**src/rtl/mux32_arbiter.sv**
```systemverilog
// Two-requester round-robin arbiter for a shared _mux32-fed 32-bit resource.
// Drives mux select and active-low enable, with a dead turnaround and a hold timeout.
module mux32_arbiter #(
  parameter int MAX_HOLD    = 16,
  parameter int HOLD_W      = 5,
  parameter int TURN_CYCLES = 1
) (
  input  logic clk,
  input  logic rst,
  input  logic req_a,
  input  logic req_b,
  input  logic done,
  output logic gnt_a,
  output logic gnt_b,
  output logic sel,
  output logic mux_en_n,
  output logic busy,
  output logic timeout
);

  typedef enum logic [1:0] {
    IDLE  = 2'd0,
    OWN_A = 2'd1,
    OWN_B = 2'd2,
    TURN  = 2'd3
  } state_t;

  localparam logic [HOLD_W-1:0] HOLD_LAST = HOLD_W'(MAX_HOLD - 1);
  localparam logic [1:0]        TURN_LAST = 2'(TURN_CYCLES - 1);

  state_t            state_q, state_d, arb_state;
  logic [HOLD_W-1:0] hold_cnt_q, hold_cnt_d;
  logic [1:0]        turn_cnt_q, turn_cnt_d;
  logic              last_q, last_d;       // 0 = A owned last, 1 = B owned last
  logic              own_req;

  logic gnt_a_q, gnt_a_d;
  logic gnt_b_q, gnt_b_d;
  logic sel_q, sel_d;
  logic mux_en_n_q, mux_en_n_d;
  logic busy_q, busy_d;
  logic timeout_q, timeout_d;

  // Arbitration decision shared by IDLE and the final TURN cycle.
  always_comb begin
    arb_state = IDLE;
    if (req_a && !req_b) begin
      arb_state = OWN_A;
    end else if (req_b && !req_a) begin
      arb_state = OWN_B;
    end else if (req_a && req_b) begin
      arb_state = last_q ? OWN_A : OWN_B;
    end
  end

  assign own_req = (state_q == OWN_A) ? req_a : req_b;

  always_comb begin
    state_d    = state_q;
    hold_cnt_d = '0;
    turn_cnt_d = turn_cnt_q;
    last_d     = last_q;
    timeout_d  = 1'b0;
    case (state_q)
      IDLE: begin
        state_d = arb_state;
      end
      OWN_A, OWN_B: begin
        if (done || !own_req || (hold_cnt_q == HOLD_LAST)) begin
          state_d    = TURN;
          turn_cnt_d = '0;
          last_d     = (state_q == OWN_B);
          // done and a dropped request both take precedence over expiry
          timeout_d  = !done && own_req;
        end else begin
          hold_cnt_d = hold_cnt_q + 1'b1;
        end
      end
      TURN: begin
        if (turn_cnt_q == TURN_LAST) begin
          state_d = arb_state;
        end else begin
          turn_cnt_d = turn_cnt_q + 2'd1;
        end
      end
      default: begin
        state_d = IDLE;
      end
    endcase
  end

  // Outputs are registered from the next state; sel only moves on entry to an owner.
  always_comb begin
    gnt_a_d    = (state_d == OWN_A);
    gnt_b_d    = (state_d == OWN_B);
    mux_en_n_d = !(gnt_a_d || gnt_b_d);
    busy_d     = (state_d != IDLE);
    sel_d      = sel_q;
    if (gnt_b_d) begin
      sel_d = 1'b1;
    end else if (gnt_a_d) begin
      sel_d = 1'b0;
    end
  end

  always_ff @(posedge clk) begin
    if (rst) begin
      state_q    <= IDLE;
      hold_cnt_q <= '0;
      turn_cnt_q <= '0;
      last_q     <= 1'b1;
      gnt_a_q    <= 1'b0;
      gnt_b_q    <= 1'b0;
      sel_q      <= 1'b0;
      mux_en_n_q <= 1'b1;
      busy_q     <= 1'b0;
      timeout_q  <= 1'b0;
    end else begin
      state_q    <= state_d;
      hold_cnt_q <= hold_cnt_d;
      turn_cnt_q <= turn_cnt_d;
      last_q     <= last_d;
      gnt_a_q    <= gnt_a_d;
      gnt_b_q    <= gnt_b_d;
      sel_q      <= sel_d;
      mux_en_n_q <= mux_en_n_d;
      busy_q     <= busy_d;
      timeout_q  <= timeout_d;
    end
  end

  assign gnt_a    = gnt_a_q;
  assign gnt_b    = gnt_b_q;
  assign sel      = sel_q;
  assign mux_en_n = mux_en_n_q;
  assign busy     = busy_q;
  assign timeout  = timeout_q;

endmodule
```
**config.mk**
```make
export PLATFORM = sky130hd
export DESIGN_NAME = mux32_arbiter
export DESIGN_NICKNAME = d
export VERILOG_FILES = /design/src/rtl/mux32_arbiter.sv
export SDC_FILE = /design/constraint.sdc
export NUM_CORES = 1
export LEC_CHECK = 0
export BUFFER_PORTS_ARGS = -buffer_cell sky130_fd_sc_hd__buf_2
export CAP_MARGIN = 20
export CELL_PAD_IN_SITES_DETAIL_PLACEMENT = 0
export CELL_PAD_IN_SITES_GLOBAL_PLACEMENT = 1
export CORE_AREA = 5 5 57 59
export CTS_CLUSTER_DIAMETER = 200
export CTS_CLUSTER_SIZE = 24
export DETAILED_ROUTE_END_ITERATION = 6
export DIE_AREA = 0 0 62 64
export GPL_ROUTABILITY_DRIVEN = 0
export PLACE_DENSITY = 0.62
export SKIP_LAST_GASP = 1
export SYNTH_ARGS = -nofsm -noshare
export SYNTH_HDL_FRONTEND = slang
export SYNTH_SLANG_ARGS = --single-unit
export TNS_END_PERCENT = 1
```
**constraint.sdc**
```tcl
create_clock -name clk -period 2.2 [get_ports clk]
set_input_delay 0.44 -clock clk [delete_from_list [all_inputs] [get_ports clk]]
set_output_delay 0.44 -clock clk [all_outputs]
set_load 0.01 [all_outputs]
```
==> out/results.tsv <==
metric	value	unit
Vias	597	
Synth Area in XOR/XNOR	2.25	%
Post-DP HPWL	1070	um
largest cells by area after synthesis	dfxtp_1 (41%), ha_1 (16%), mux2i_1 (6.4%)	
slack of the worst reg-to-reg path	100	ps
leakage	0.408	nW
number of flip-flops in the largest register	5	
Most flops, register	hold_cnt_q	
relative slew slack	69.1	%
Worst Path Required	2380	ps
Post-CTS Setup Bufs	0	
worst-margin pin slew	460	ps
drc violations	0	
RSZ-0062 raised after global routing	no	
Mean Syn Cell Area	9.59	um^2
EDFF count, synth	0	
placed instance area	877	um^2
maximum clock rate	0.477	GHz
synth warn	0	
Seq pwr share	44.2	%
mux contribution to synthesized area	6.44	%
Filler cells	291	
asr flop ratio synth	0	%
Pwr Density	827	nW/um^2
TritonRoute pass-1 iters	2	
Via density	4.70	
die footprint	3970	um^2
number of global-route vias before repair	600	
Hold Path Class	reg2reg	
Slew Limit Fails	0	
initial core utilization	29.2	%
Clock transition at path regs	90	ps
Synth top area share	41.2	%
share of layout cells above drive strength 1	24.0	%
cells resized by post-CTS repair	0	
run status	completed	
number of antenna diodes	0	
Synth Area in Adders	16.1	%
nets	112	
Worst Path Arrival	2270	ps
mapped cell area	777	um^2
P_int	541	uW
boundary pin count	11	
CORE AREA	2660	um^2
Post-Syn Instances	81	
largest net degree at the start of global routing	13	
Post-Syn Nets	96	
Die Width	62	um
die span in y	64	um
CP endpoint kind	flop	
Hold Crit Start	hold_cnt_q[0]$_SDFF_PP0_	
Final Cycle Share	95.3	%
Clk pwr share	24.4	%
biggest regs	hold_cnt_q x5, state_q x2, turn_cnt_q x2	
first-pass GRT wire length	2440	um
Synth Register Bits	16	
final setup fails	0	
Synth area leader	dfxtp_1	
CTS H-tree lvls	1	
CTS tree	yes	
RR Endpoint	mux_en_n$_SDFF_PP1_	
root buffer cell	clkbuf_4	
worst IR drop on VDD	0.489	mV
Net Sw Frac	29.8	%
gr usage total	8.11	%
Compound-Gate Fraction of Synth Area	9.02	%
WL final	1360	um
Area Growth Syn to Fin	20.0	%
cell area after layout	932	um^2
total grt overflow	0	
clk sinks	16	
Max Cap Viol	0	
Hold-fix buffers, CTS	0	
setup TNS	0	ps
PortBufs	10	
Worst R2R Path Depth	7	
Reg-to-Reg Start	hold_cnt_q[0]$_SDFF_PP0_	
Primary FF master, synth	dfxtp_1	
worst-case hold path end point	hold_cnt_q[0]$_SDFF_PP0_	
Gate power share	31.4	%
Netlist cell types	22	
final hold slack	416	ps
main combinational cell family by area after synthesis	simple AND/OR/NAND/NOR gates	
NetSw	230	uW
Routed Antenna Nets	0	
hold depth	1	
startpoint types	flop	
Tmin final	2100	ps
most frequent cell after synthesis	dfxtp_1	
Max Fanout on Critical Path	3	
simple-gate share of the synthesized area	20.6	%
clock buffer depth	2	
initial detailed-routing violation count	10	
CTS buffer count	3	
Setup CP Type	reg2reg	
initial antenna violation count	0	
register area share after synthesis	41.2	%
final hold viol count	0	
worst skew pair latency	280	ps
row count	19	
Wirelength per Cell	10.7	um
top cells by count, synth	dfxtp_1 (16), ha_1 (10), nor2_1 (9)	
Max Clock Skew	2.82	ps
## metal layers
metal	vias to the layer above	track usage, %	routed length, um
met3	0	5.03	127
li1	307	-	-
met5	-	0	0
met2	12	13.1	637
met1	278	8.98	594
met4	0	1.59	0
## cell families (layout without fill, tap and decap cells)
| group | Yosys count | after routing |
|---|---|---|
| buf+inv | 9 | 24 |
| compound gates | 8 | 8 |
| mux | 5 | 5 |
| flops | 16 | 16 |
| simple gates | 31 | 31 |
| fa+ha+maj | 10 | 10 |
| xor+xnor | 2 | 2 |
## critical path, cell delays in order (launching register included)
cell	delay, ps
dfxtp_2	330
ha_1	210
and3_1	190
ha_2	190
o311ai_4	310
and3_4	230
ha_1	240
or2_2	290
## power groups by stage
stage          sequential [mW]  combinational [mW]  clock, mW
3_3_place_gp             0.347               0.232          0
3_5_place_dp             0.348               0.230          0
4_1_cts                  0.341               0.233      0.198
6_report                 0.341               0.242      0.188
5_1_grt                  0.346               0.275      0.215
2_1_floorplan            0.356               0.156          0
## worst max path at each step
stage | from | to | slack [ps] | cells past startpoint
floorplan | hold_cnt_q[0]$_SDFF_PP0_ | mux_en_n$_SDFF_PP1_ | 60 | 7
global placement | hold_cnt_q[0]$_SDFF_PP0_ | mux_en_n$_SDFF_PP1_ | 100 | 7
detailed placement | hold_cnt_q[0]$_SDFF_PP0_ | mux_en_n$_SDFF_PP1_ | 70 | 7
CTS | hold_cnt_q[0]$_SDFF_PP0_ | mux_en_n$_SDFF_PP1_ | 60 | 7
global route | hold_cnt_q[0]$_SDFF_PP0_ | mux_en_n$_SDFF_PP1_ | 2 | 7
finish | hold_cnt_q[0]$_SDFF_PP0_ | mux_en_n$_SDFF_PP1_ | 100 | 7
## placed cells by master (no fill, tap or decap)
master,n
a21o_1,1
a31oi_1,2
and3_1,2
and3_4,1
buf_2,10
buf_4,2
clkbuf_4,3
clkbuf_8,1
dfxtp_1,15
dfxtp_2,1
ha_1,9
ha_2,1
inv_1,8
mux2i_1,5
nand2_1,3
nand2b_1,2
nand3_1,7
nor2_1,9
nor2b_1,4
nor4_1,1
o211ai_1,2
o311ai_4,1
o31ai_1,1
o32a_2,1
or2_2,1
or4_4,1
xnor2_1,1
xor2_1,1
## metrics by stage
step | setup slack, ps | util, % | cells | power [mW]
2_1_floorplan | 60.3 | - | 81 | 0.513
3_3_place_gp | 98.0 | 32.9 | 123 | 0.579
3_5_place_dp | 67.8 | 32.9 | 123 | 0.578
4_1_cts | 62.6 | 34.3 | 127 | 0.772
5_1_grt | 2.40 | 35.0 | 127 | 0.836
6_report | 103 | 35.0 | 127 | 0.771
## cell type report
| class | instances | area (um^2) | area share, % |
|---|---|---|---|
| clock buffers | 4 | 36.3 | 3.89 |
| multi-input cells | 56 | 440 | 47.2 |
| well taps | 31 | 38.8 | 4.16 |
| flip-flops and latches | 16 | 322 | 34.5 |
| repair buffers | 12 | 65.1 | 6.98 |
| inverters | 8 | 30.0 | 3.22 |
Note: power is estimated with default switching activity, not from simulation.
